==> src/rtl/hd_pair_sched_if.sv <==
// rtl/hd_pair_sched_if.sv - code-word pair input and result output handshake bundle
interface hd_pair_sched_if;
  logic       in_valid;
  logic       in_ready;
  logic [6:0] code_word1;
  logic [6:0] code_word2;
  logic       out_valid;
  logic       out_ready;
  logic [5:0] out_n;

  // Producer of pairs and consumer of results
  modport master (
    output in_valid, code_word1, code_word2, out_ready,
    input  in_ready, out_valid, out_n
  );

  // The scheduler itself
  modport slave (
    input  in_valid, code_word1, code_word2, out_ready,
    output in_ready, out_valid, out_n
  );
endinterface

==> src/rtl/hd_pair_sched.sv <==
// rtl/hd_pair_sched.sv - time-shared Hamming(7,4) pair decoder/adder with accumulator
module hd_pair_sched #(
  parameter int ACC_W = 10,
  parameter int CNT_W = 8
) (
  input  logic                 clk,
  input  logic                 rst_n,
  hd_pair_sched_if.slave       bus,
  input  logic                 acc_clr,
  output logic [ACC_W-1:0]     acc_sum,
  output logic [CNT_W-1:0]     pair_cnt
);

  typedef enum logic [1:0] {IDLE, DEC1, DEC2, OUT} state_t;

  state_t             state_q, state_d;
  logic [6:0]         w1_q, w1_d, w2_q, w2_d;
  logic [3:0]         c1_q, c1_d;
  logic               opt1_q, opt1_d;
  logic [5:0]         out_n_q, out_n_d;
  logic               in_ready_q, in_ready_d;
  logic               out_valid_q, out_valid_d;
  logic [ACC_W-1:0]   acc_q, acc_d;
  logic [CNT_W-1:0]   cnt_q, cnt_d;

  logic [6:0]         dec_in;
  logic [2:0]         syn;
  logic [6:0]         err;
  logic               dec_opt;
  logic [3:0]         dec_c;
  logic [5:0]         a6, b6, res;
  logic               hs;

  // Single shared decoder: word1 during DEC1, word2 during DEC2
  always_comb begin
    dec_in = (state_q == DEC2) ? w2_q : w1_q;
    syn = {dec_in[6] ^ dec_in[3] ^ dec_in[2] ^ dec_in[1],
           dec_in[5] ^ dec_in[3] ^ dec_in[2] ^ dec_in[0],
           dec_in[4] ^ dec_in[3] ^ dec_in[1] ^ dec_in[0]};
    case (syn)
      3'b001:  err = 7'b001_0000;
      3'b010:  err = 7'b010_0000;
      3'b100:  err = 7'b100_0000;
      3'b011:  err = 7'b000_0001;
      3'b101:  err = 7'b000_0010;
      3'b110:  err = 7'b000_0100;
      default: err = 7'b000_1000;  // 111, and 000 which cannot occur with one flip
    endcase
    dec_opt = |(dec_in & err);
    dec_c   = dec_in[3:0] ^ err[3:0];
  end

  // Combine first (registered) and second (live) decode into the 6-bit signed result
  always_comb begin
    a6 = {{2{c1_q[3]}}, c1_q};
    b6 = {{2{dec_c[3]}}, dec_c};
    case ({opt1_q, dec_opt})
      2'b00:   res = a6 + a6 + b6;
      2'b01:   res = a6 + a6 - b6;
      2'b10:   res = a6 - b6 - b6;
      default: res = a6 + b6 + b6;
    endcase
  end

  // Next-state, datapath capture, accumulator and saturating counter
  always_comb begin
    state_d     = state_q;
    w1_d        = w1_q;
    w2_d        = w2_q;
    c1_d        = c1_q;
    opt1_d      = opt1_q;
    out_n_d     = out_n_q;
    in_ready_d  = in_ready_q;
    out_valid_d = out_valid_q;
    hs          = out_valid_q & bus.out_ready;

    case (state_q)
      IDLE: begin
        if (bus.in_valid) begin
          w1_d       = bus.code_word1;
          w2_d       = bus.code_word2;
          in_ready_d = 1'b0;
          state_d    = DEC1;
        end
      end
      DEC1: begin
        c1_d    = dec_c;
        opt1_d  = dec_opt;
        state_d = DEC2;
      end
      DEC2: begin
        out_n_d     = res;
        out_valid_d = 1'b1;
        state_d     = OUT;
      end
      default: begin
        if (bus.out_ready) begin
          out_valid_d = 1'b0;
          in_ready_d  = 1'b1;
          state_d     = IDLE;
        end
      end
    endcase

    // Clear takes priority over the old sum but not over the current handshake
    acc_d = (acc_clr ? '0 : acc_q) +
            (hs ? {{(ACC_W-6){out_n_q[5]}}, out_n_q} : '0);
    cnt_d = (hs && (cnt_q != '1)) ? cnt_q + 1'b1 : cnt_q;
  end

  // All state and registered outputs
  always_ff @(posedge clk) begin
    if (!rst_n) begin
      state_q     <= IDLE;
      w1_q        <= '0;
      w2_q        <= '0;
      c1_q        <= '0;
      opt1_q      <= 1'b0;
      out_n_q     <= '0;
      in_ready_q  <= 1'b1;
      out_valid_q <= 1'b0;
      acc_q       <= '0;
      cnt_q       <= '0;
    end else begin
      state_q     <= state_d;
      w1_q        <= w1_d;
      w2_q        <= w2_d;
      c1_q        <= c1_d;
      opt1_q      <= opt1_d;
      out_n_q     <= out_n_d;
      in_ready_q  <= in_ready_d;
      out_valid_q <= out_valid_d;
      acc_q       <= acc_d;
      cnt_q       <= cnt_d;
    end
  end

  assign bus.in_ready  = in_ready_q;
  assign bus.out_valid = out_valid_q;
  assign bus.out_n     = out_n_q;
  assign acc_sum       = acc_q;
  assign pair_cnt      = cnt_q;

endmodule

==> src/flat_wrapper.sv <==
// flat-port wrapper written by rule: the top's interface ports become plain ports
module hd_pair_sched_flat 
#(
  parameter int ACC_W = 10,
  parameter int CNT_W = 8
)
  (clk, rst_n, acc_clr, acc_sum, pair_cnt, bus_in_valid, bus_code_word1, bus_code_word2, bus_out_ready, bus_in_ready, bus_out_valid, bus_out_n);
  hd_pair_sched_if bus_i ();
  input  logic clk;
  input  logic rst_n;
  input  logic acc_clr;
  output logic [ACC_W-1:0] acc_sum;
  output logic [CNT_W-1:0] pair_cnt;
  input wire logic [$bits(bus_i.in_valid)-1:0] bus_in_valid;
  input wire logic [$bits(bus_i.code_word1)-1:0] bus_code_word1;
  input wire logic [$bits(bus_i.code_word2)-1:0] bus_code_word2;
  input wire logic [$bits(bus_i.out_ready)-1:0] bus_out_ready;
  output wire logic [$bits(bus_i.in_ready)-1:0] bus_in_ready;
  output wire logic [$bits(bus_i.out_valid)-1:0] bus_out_valid;
  output wire logic [$bits(bus_i.out_n)-1:0] bus_out_n;
  assign bus_i.in_valid = bus_in_valid;
  assign bus_i.code_word1 = bus_code_word1;
  assign bus_i.code_word2 = bus_code_word2;
  assign bus_i.out_ready = bus_out_ready;
  assign bus_in_ready = bus_i.in_ready;
  assign bus_out_valid = bus_i.out_valid;
  assign bus_out_n = bus_i.out_n;
  hd_pair_sched #(.ACC_W(ACC_W), .CNT_W(CNT_W)) u_core (.clk(clk), .rst_n(rst_n), .bus(bus_i), .acc_clr(acc_clr), .acc_sum(acc_sum), .pair_cnt(pair_cnt));
endmodule
==> config.mk <==
export PLATFORM = sky130hd
export DESIGN_NAME = hd_pair_sched_flat
export DESIGN_NICKNAME = d
export VERILOG_FILES = /design/src/rtl/hd_pair_sched_if.sv /design/src/rtl/hd_pair_sched.sv /design/src/flat_wrapper.sv
export SDC_FILE = /design/constraint.sdc
export NUM_CORES = 1
export LEC_CHECK = 0
export ABC_AREA = 1
export CAP_MARGIN = 40
export CORE_MARGIN = 3
export CORE_UTILIZATION = 55
export CTS_CLUSTER_SIZE = 14
export DETAILED_ROUTE_END_ITERATION = 12
export GPL_TIMING_DRIVEN = 1
export PLACE_DENSITY = 0.84
export RECOVER_POWER = 50
export REMOVE_ABC_BUFFERS = 1
export SLEW_MARGIN = 20
export SYNTH_ARGS = -nofsm -noshare
export SYNTH_HDL_FRONTEND = slang
export SYNTH_SLANG_ARGS = --single-unit
==> constraint.sdc <==
create_clock -name clk -period 6.6 [get_ports clk]
set_input_delay 1.65 -clock clk [delete_from_list [all_inputs] [get_ports clk]]
set_output_delay 1.65 -clock clk [all_outputs]
set_load 0.01 [all_outputs]
### Word level (Yosys, flattened, before mapping)

Cells that the tools add are included.

| storage, ports and cells | value |
|---|---|
| output and inout bits | 26 |
| flip-flop bits (word level) | 47 |
| word-level logic and storage cells | 71 |

| operators by class | value |
|---|---|
| muxes and demuxes | 13 |
| reductions and logical operators | 13 |
| bitwise logic cells | 14 |
| add/sub/neg operators | 9 |
| equal/unequal tests | 12 |

Operator list:

| operator | number |
|---|---|
| 7-bit case mux with 6 select lines | 1 |
| 10-bit two-way mux | 2 |
| 6-bit case mux with 3 select lines | 1 |
| 5-bit by 4-bit adder with 6-bit output | 2 |
| 5-bit by 4-bit subtractor with 6-bit output | 2 |
| 10-bit adder | 1 |
| 4-bit by 4-bit adder with 5-bit output | 2 |
| 3-bit equality test (second input constant) | 3 |
| 1-bit bitwise XOR | 9 |
| 8-bit by 1-bit adder with 8-bit output (second input constant) | 1 |
| 8-bit != test (second input constant) | 1 |
| 7-bit AND | 1 |
| 7-bit two-way mux | 1 |
| 7-bit OR reduction | 1 |
| 3-bit by 2-bit equality test with 1-bit output (second input constant) | 2 |
| 2-bit case mux with 3 select lines | 1 |
| 2-bit AND reduction | 3 |
| 4-bit by 4-bit subtractor with 5-bit output | 1 |
| 2-bit by 1-bit equality test with 1-bit output (second input constant) | 2 |
| 2-bit equality test (second input constant) | 2 |
| 2-bit zero test | 2 |
| 2-bit two-way mux | 2 |
| 1-bit case mux with 2 select lines | 2 |
| 2-bit nonzero test | 2 |
| other kinds (10) | 14 |

### Depth between registers and ports, before layout

Gate-level depths: netlist (run 1).

| logic depth | value |
|---|---|
| depth in word-level cells | 11 |
| mapped depth | 32 |
| gate-level depth less buffers | 30 |

### Worst setup path before layout (run 1)

Ideal clock, no wire load.

| timing | value |
|---|---|
| path kind | register to register |
| start point | reg u_core.state_q[0] |
| end point | reg u_core.out_n_q[5] (netlist: u_core.bus.out_n[5]) |
| arrival | 4083 ps |
| period minus slack after synthesis | 4150 ps |
| buffers on the path | 2 |
| library setup time | 66 ps |
| stages on the path, launching flop included | 30 |
| required time | 6534 ps |
| setup slack | 2450 ps |
| cells stage by stage | dfxtp_1 > inv_1 > ha_1 > buf_6 > buf_4 > o21a_1 > nand2_1 > nand2_1 > nand2_1 > nand2_1 > nand3_1 > o21ai_0 > ha_1 > or4_1 > nor2_4 > nand2_4 > nand2_4 > nand2_1 > xor2_1 > ha_1 > a21oi_1 > nand2_1 > nand2_1 > nand2_1 > a21oi_1 > xor2_1 > inv_1 > nand3_1 > nand3_1 > a21oi_2 |

| between the ends | value |
|---|---|
| word-level cells in the longest chain between the ends | 11 |
| elaborated cells between the ends (all ways) | 31 |

Ends and longest elaborated chain:

| element | line | RTL |
|---|---|---|
| start: declaration | hd_pair_sched.sv:16 | `state_t state_q, state_d;` |
| start signal: assignment | hd_pair_sched.sv:125 | `state_q <= state_d;` |
| 2-bit equality test * | hd_pair_sched.sv:36, hd_pair_sched.sv:77 |  |
| 7-bit two-way mux | hd_pair_sched.sv:36 | `dec_in = (state_q == DEC2) ? w2_q : w1_q;` |
| 1-bit bitwise XOR, on equally long branches (3 in series) | hd_pair_sched.sv:39, hd_pair_sched.sv:37, hd_pair_sched.sv:38 |  |
| 3-bit equality test, or another cell as far along | hd_pair_sched.sv:40 | `case (syn)` |
| 7-bit case mux with 6 select lines | hd_pair_sched.sv:40 |  |
| 4-bit bitwise XOR / 7-bit AND (equally long branches) | hd_pair_sched.sv:50, hd_pair_sched.sv:49 |  |
| 4-bit by 4-bit adder with 5-bit output, or another cell as far along | hd_pair_sched.sv:61 | `default: res = a6 + b6 + b6;` |
| 5-bit by 4-bit adder with 6-bit output, or another cell as far along | hd_pair_sched.sv:61 |  |
| 6-bit case mux with 3 select lines | hd_pair_sched.sv:57 | `case ({opt1_q, dec_opt})` |
| end signal: assignment | hd_pair_sched.sv:130 | `out_n_q <= out_n_d;` |
| end: declaration | hd_pair_sched.sv:20 | `logic [5:0] out_n_q, out_n_d;` |

Every way passes the cells marked *; elsewhere a longest branch is shown, timed or not.
A chain may end at the register's enable or synchronous reset.

### Worst setup path after layout (run 1)

Same ends and word-level chain as after synthesis.

==> summary.md, run 1 <==
| Metric | Value |
|---|---|
| Hold Crit Depth | 2 |
| IO Port Bufs | 44 |
| Max cap viols | 0 |
| Grt ovf | 0 |
| Fin. Hold Viols | 0 |
| Maximum clock path buffer count | 2 |
| First-pass GRT wire length | 12500 um |
| Area grow syn2layout | 15.9% |
| CP Max Fanout | 19 |
| Slowest cell delay on critical path | 0.75 ns |
| Status | complete, no violations |
| Critical Path Start Type | register |
| Die height | 84.6 um |
| DP Cell Count | 602 |
| Initial antenna violation count | 0 |
| Ant. Diodes | 0 |
| Mean post-synth cell area | 6.84 um^2 |
| Std-Cell Rows | 27 |
| Slew HR | 0.0519 |
| Unrepaired setup endpoints after global routing | no |
| Cell Area, Synth | 3400 um^2 |
| FMAX | 187 MHz |
| Critical path data arrival time | 5.60 ns |
| Num CTS Buffers | 5 |
| Total of warnings raised by yosys | 0 |
| Min Tclk post-route | 5.36 ns |
| Clk_skew | 0.0105 ns |
| Post-route ant nets | 0 |
| Routability Congestion | ~0.9 |
| Instance area at placement | 3880 um^2 |
| Setup TNS | 0 ns |
| Commonest non-fill, non-tap cell in the layout | nand2_1 |
| Worst R2R Path Depth | 30 |
| Total GRT Usage | 0.204 |
| Die W | 84.6 um |
| Routed Wire Length | 7090 um |
| CP max stage cell | clkbuf_1 |
| Crit end category | register |
| Pre-Repair DR Iteration Count | 4 |
| Kind of critical path | reg -> reg |
| Initial Util | 0.592 |
| Non-Filler Cell Area, Final | 3940 um^2 |
| Cells after Synth | 497 |
| Root buf cell | clkbuf_8 |
| Post-DP HPWL | 5550 um |
| CTS tree | built |
| H-tree levels | 2 |
| Final Net Count | 592 |
| #FFs+latches synth | between 40 and 50 |
| Seq/Total Area, Yosys | 0.277 |
| Number of global-route vias before repair | 3006 |
| Layout cells sized above 1 | 0.0708 |
| Largest net degree at the start of global routing | 39 |
| Iter 0 DRT Violations | 163 |
| Post-route DRC | 0 |
| Wire per inst | 11.6 um |
| DR vias | ~3200 |
| Die area | 7160 um^2 |
| Vias/cell | 5.22 |
| Distinct cells, synth | 41 |
| Core Area | 5740 um^2 |
| Cts repair resizes | 0 |
| Clock Latency Late Sink | 0.30 ns |
| HP Class | reg -> reg |
| Worst-path clk slew | roughly 0.09 ns |
| I/O pins | 45 |
| Setup Buffers After CTS | 0 |
| Worst-Margin Slew | 1.42 ns |
| Clock sink total | 47 |
| Most frequent CP cell | nand2_1 |
| Most frequent cells in the layout | 112 x nand2_1, 69 x inv_1, 52 x a21oi_1, 47 x dfxtp_1, 44 x o21ai_0 |
| WP data required | 6.84 ns |
| Tcrit/Tclk final | 0.811 |
| Non-filler cells, final | 609 |
| CTS Hold Bufs | 0 |
| # setup viols final | 0 |
| Fin. max-slew vios | 0 |
## final timing paths
check                           slack, ns                      startpoint                               end
worst min register to register       0.48     u_core.w2_q[4]$_SDFFE_PN0P_       u_core.w2_q[4]$_SDFFE_PN0P_
worst max-delay path                 1.24  u_core.state_q[0]$_SDFFE_PN0P_  u_core.bus.out_n[5]$_SDFFE_PN0P_
worst min-delay path                 0.48     u_core.w2_q[4]$_SDFFE_PN0P_       u_core.w2_q[4]$_SDFFE_PN0P_
worst max register to register       1.24  u_core.state_q[0]$_SDFFE_PN0P_  u_core.bus.out_n[5]$_SDFFE_PN0P_
## metrics by stage
step	hold WS [ns]	setup slack [ns]	utilization
floorplan	0.443	2.13	-
global placement	0.457	1.77	0.671
detailed placement	0.465	1.88	0.676
CTS	0.481	1.86	0.692
global route	0.511	0.744	0.685
finish	0.480	1.24	0.685
## sequential cells by signal, summed over array words and instances, names as in the netlist
| register | cells |
|---|---|
| u_core.opt1_q | 1 |
| u_core.state_q | 2 |
| u_core.w2_q | 7 |
| u_core.acc_sum | 10 |
| u_core.bus.out_n | 6 |
| u_core.bus.out_valid | 1 |
| u_core.w1_q | 7 |
| u_core.pair_cnt | 8 |
| u_core.c1_q | 4 |
| u_core.bus.in_ready | 1 |
## final cells by class
type	instances	area [um^2]
clock buffers	6	82.6
clock inverters	1	8.76
fillers	495	1810
inverters	74	283
multi-input cells	363	2080
flip-flops and latches	47	941
well taps	72	90.1
repair buffers	46	448
## layer usage
layer / global-route usage / up-vias / wire length (um)
met5: 0 / - / 0
met4: 0.0647 / 0 / 114
met3: 0.0294 / 10 / 236
met2: 0.362 / 67 / 3370
met1: 0.254 / 1419 / 3370
li1: - / 1682 / -
## critical path, delay by kind of cell, from the launching register on
family,cells,cell delay [ns]
xor gates and xnor gates,2,0.34
AOI/OAI and AO/OA,4,0.51
buffers and inverters,4,1.09
DFF,1,0.35
adders and majority gates,3,0.84
and+or+nand+nor,17,2.17
## cell usage after synthesis, drive strengths merged
master	instances	share of area
nand2	130	0.17
inv	73	0.082
a21oi	54	0.084
o21ai	48	0.073
dfxtp	47	0.28
nor2	43	0.050
ha	33	0.12
nand3	15	0.024
clkbuf	9	0.0099
xor2	8	0.021
nor3	5	0.0074
buf	4	0.014
o21a	4	0.0088
a31oi	3	0.0055
fa	3	0.018
o211ai	3	0.0066
nand4	2	0.0037
o21bai	2	0.0044
or2	2	0.0037
a21boi	1	0.0022
a22oi	1	0.0022
clkinv	1	0.0011
nand3b	1	0.0022
nor3b	1	0.0022
o2111ai	1	0.0026
o22ai	1	0.0018
or4	1	0.0022
xnor2	1	0.0026
## logic make-up after synthesis
logic type	after synthesis	synth area share
AO/OA/AOI/OAI	118	0.191
XOR/XNOR	9	0.0232
adder cells (fa/ha/maj)	36	0.139
buffers and inverters	87	0.108
flip-flops	47	0.277
AND/OR/NAND/NOR	200	0.262
Power of run 1 is not shown: default switching activity piles up to over one toggle a cycle in this logic, so the estimate is an artifact.
==> run 2: changes to the inputs <==
--- a/config.mk
+++ b/config.mk
@@ -8,11 +8,11 @@
 export ABC_AREA = 1
 export CAP_MARGIN = 40
 export CORE_MARGIN = 3
-export CORE_UTILIZATION = 55
+export CORE_UTILIZATION = 50
 export CTS_CLUSTER_SIZE = 14
 export DETAILED_ROUTE_END_ITERATION = 12
 export GPL_TIMING_DRIVEN = 1
-export PLACE_DENSITY = 0.84
+export PLACE_DENSITY = 0.8
 export RECOVER_POWER = 50
 export REMOVE_ABC_BUFFERS = 1
 export SLEW_MARGIN = 20
==> constraint.sdc (replaced) <==
create_clock -name clk -period 4.8 [get_ports clk]
set_input_delay 1.2 -clock clk [delete_from_list [all_inputs] [get_ports clk]]
set_output_delay 1.2 -clock clk [all_outputs]
set_load 0.01 [all_outputs]
==> summary.md, run 2 (synthesis gave the netlist of run 1 again) <==
| Metric | Value |
|---|---|
| Largest net degree at the start of global routing | 28 (was 39) |
| Core Area | 6460 um^2 (was 5740 um^2) |
| DR vias | 3228 (was 3178) |
| H-tree levels | 2 (unchanged) |
| Post-DP HPWL | 5940 um (was 5550 um) |
| Kind of critical path | reg -> reg (unchanged) |
| Vias/cell | 5.23 (was 5.22) |
| # setup viols final | 0 (unchanged) |
| Post-route ant nets | 0 (unchanged) |
| Routed Wire Length | 7780 um (was 7090 um) |
| CP Max Fanout | 26 (was 19) |
| Number of global-route vias before repair | 3033 (was 3006) |
| First-pass GRT wire length | 13000 um (was 12500 um) |
| Instance area at placement | 3880 um^2 (about the same) |
| Filler cell count | 581 (was 495) |
| Layout cells sized above 1 | 0.0833 (was 0.0708) |
| Footprint of the multi-input gates | 2090 um^2 (was 2080 um^2) |
| Initial Util | 0.526 (was 0.592) |
| Non-filler cells, final | 617 (was 609) |
| Pre-Repair DR Iteration Count | 4 (unchanged) |
| Initial antenna violation count | 0 (unchanged) |
| CTS tree | built (unchanged) |
| Iter 0 DRT Violations | 131 (was 163) |
| Root buf cell | clkbuf_8 (unchanged) |
| Final Net Count | 594 (was 592) |
| Fin. max-slew vios | 0 (unchanged) |
| Storage cell area | 942 um^2 (was 941 um^2) |
| HP Class | reg -> reg (unchanged) |
| Clock sink total | 47 (unchanged) |
| FMAX | 225 MHz (was 187 MHz) |
| CTS Hold Bufs | 0 (unchanged) |
| Most frequent CP cell | nand2_1 (unchanged) |
| Tcrit/Tclk final | 0.925 (was 0.811) |
| WP data required | 4.99 ns (was 6.84 ns) |
| Worst-Margin Slew | 0.730 ns (was 1.42 ns) |
| Slew HR | 0.511 (was 0.0519) |
| Fin. Hold Viols | 0 (unchanged) |
| Unrepaired setup endpoints after global routing | no (unchanged) |
| Max cap viols | 0 (unchanged) |
| Critical Path Start Type | register (unchanged) |
| Total GRT Usage | 0.205 (was 0.204) |
| Most frequent cells in the layout | 110 x nand2_1, 69 x inv_1, 52 x a21oi_1, 46 x dfxtp_1, 44 x o21ai_0 (was 112 x nand2_1, 69 x inv_1, 52 x a21oi_1, 47 x dfxtp_1, 44 x o21ai_0) |
| Setup TNS | 0 ns (unchanged) |
| Die W | 88.4 um (was 84.6 um) |
| Std-Cell Rows | 29 (was 27) |
| Clk_skew | 0.0112 ns (was 0.0105 ns) |
| Min Tclk post-route | 4.44 ns (was 5.36 ns) |
| Crit end category | register (unchanged) |
| Non-Filler Cell Area, Final | 4000 um^2 (was 3940 um^2) |
| I/O pins | 45 (unchanged) |
| Maximum clock path buffer count | 2 (unchanged) |
| Worst hold slack | 0.481 ns (was 0.480 ns) |
| DP Cell Count | 607 (was 602) |
| Number of flip-flops in the largest register | 10 (unchanged) |
| Area grow syn2layout | 17.6% (was 15.9%) |
| Slowest cell delay on critical path | 0.56 ns (was 0.75 ns) |
| Commonest non-fill, non-tap cell in the layout | nand2_1 (unchanged) |
| Routability Congestion | 0.905 (was 0.928) |
| Num CTS Buffers | 5 (unchanged) |
| Clock Latency Late Sink | 0.30 ns (about the same) |
| Grt ovf | 0 (unchanged) |
| Wire per inst | 12.6 um (was 11.6 um) |
| Post-route DRC | 0 (unchanged) |
| CP max stage cell | or4_1 (was clkbuf_1) |
| Die area | 7820 um^2 (was 7160 um^2) |
| Ant. Diodes | 0 (unchanged) |
| Critical path data arrival time | 4.63 ns (was 5.60 ns) |
| Die height | 88.4 um (was 84.6 um) |
| IO Port Bufs | 44 (unchanged) |
| Status | complete, no violations (unchanged) |
| Worst-path clk slew | 0.09 ns (about the same) |
[run 2: changes by cell type in the layout (fill, tap and decap cells not counted), sizes merged]
| cell | previous run | this run |
|---|---|---|
| clkbuf | 8 | 7 |
| inv | 74 | 73 |
| clkinvlp | 0 | 1 |
| buf | 0 | 3 |
| clkdlybuf4s50 | 23 | 16 |
| clkinv | 1 | 2 |
| dlygate4sd3 | 21 | 28 |
[run 2: worst paths after layout]
kind / from / endpoint / slack, ns / depth (start not counted)
worst max-delay path: u_core.state_q[0]$_SDFFE_PN0P_ / u_core.bus.out_n[5]$_SDFFE_PN0P_ / 0.36 / 31
worst min-delay path: u_core.w2_q[0]$_SDFFE_PN0P_ / u_core.w2_q[0]$_SDFFE_PN0P_ / 0.48 / 2
worst max register to register: u_core.state_q[0]$_SDFFE_PN0P_ / u_core.bus.out_n[5]$_SDFFE_PN0P_ / 0.36 / 31
worst min register to register: u_core.w2_q[0]$_SDFFE_PN0P_ / u_core.w2_q[0]$_SDFFE_PN0P_ / 0.48 / 2
[run 2: through the flow]
step | util | worst slack (ns)
after detailed placement | 0.601 | 0.289
after floorplan | - | 0.325
after global routing | 0.619 | 0.0249
final | 0.619 | 0.360
after CTS | 0.616 | 0.251
after global placement | 0.601 | 0.449
[run 2: final cells by class]
class | count | area share
clock inverters | 2 | 0.00407
flip-flops and latches | 47 | 0.236
repair buffers | 48 | 0.120
well taps | 77 | 0.0241
clock buffers | 6 | 0.0207
inverters | 74 | 0.0714
multi-input cells | 363 | 0.524
[run 2: critical path, delay by kind of cell (launching register included)]
family	cells	cell delay, ns
compound gates	4	0.45
xor+xnor	2	0.34
fa+ha+maj	3	0.75
buf+inv	5	0.54
flops	1	0.37
simple gates	17	1.87
[run 2: metal layers]
metal | global-route usage | wire length [um] | vias up
met5 | 0 | 0 | -
met4 | 0.0481 | 63 | 0
met3 | 0.0372 | 342 | 8
met2 | 0.348 | 3700 | 68
met1 | 0.271 | 3670 | 1458
li1 | - | - | 1694
[run 2: timing repair]
action                                  in CTS  in global routing
hold endpoints to repair                     0                  0
endpoints found under the setup margin       0                  1
buffers inserted                             0                  2
resized for setup                            0                  3
Power of run 2 is left out for the same reason.
==> run 3: changes to the inputs <==
--- a/config.mk
+++ b/config.mk
@@ -19,3 +19,4 @@
 export SYNTH_ARGS = -nofsm -noshare
 export SYNTH_HDL_FRONTEND = slang
 export SYNTH_SLANG_ARGS = --single-unit
+export TNS_END_PERCENT = 100
==> results of run 3 <==
The final DEF is identical to that of run 2; final timing and power are the same.
Power of run 3 is left out for the same reason.
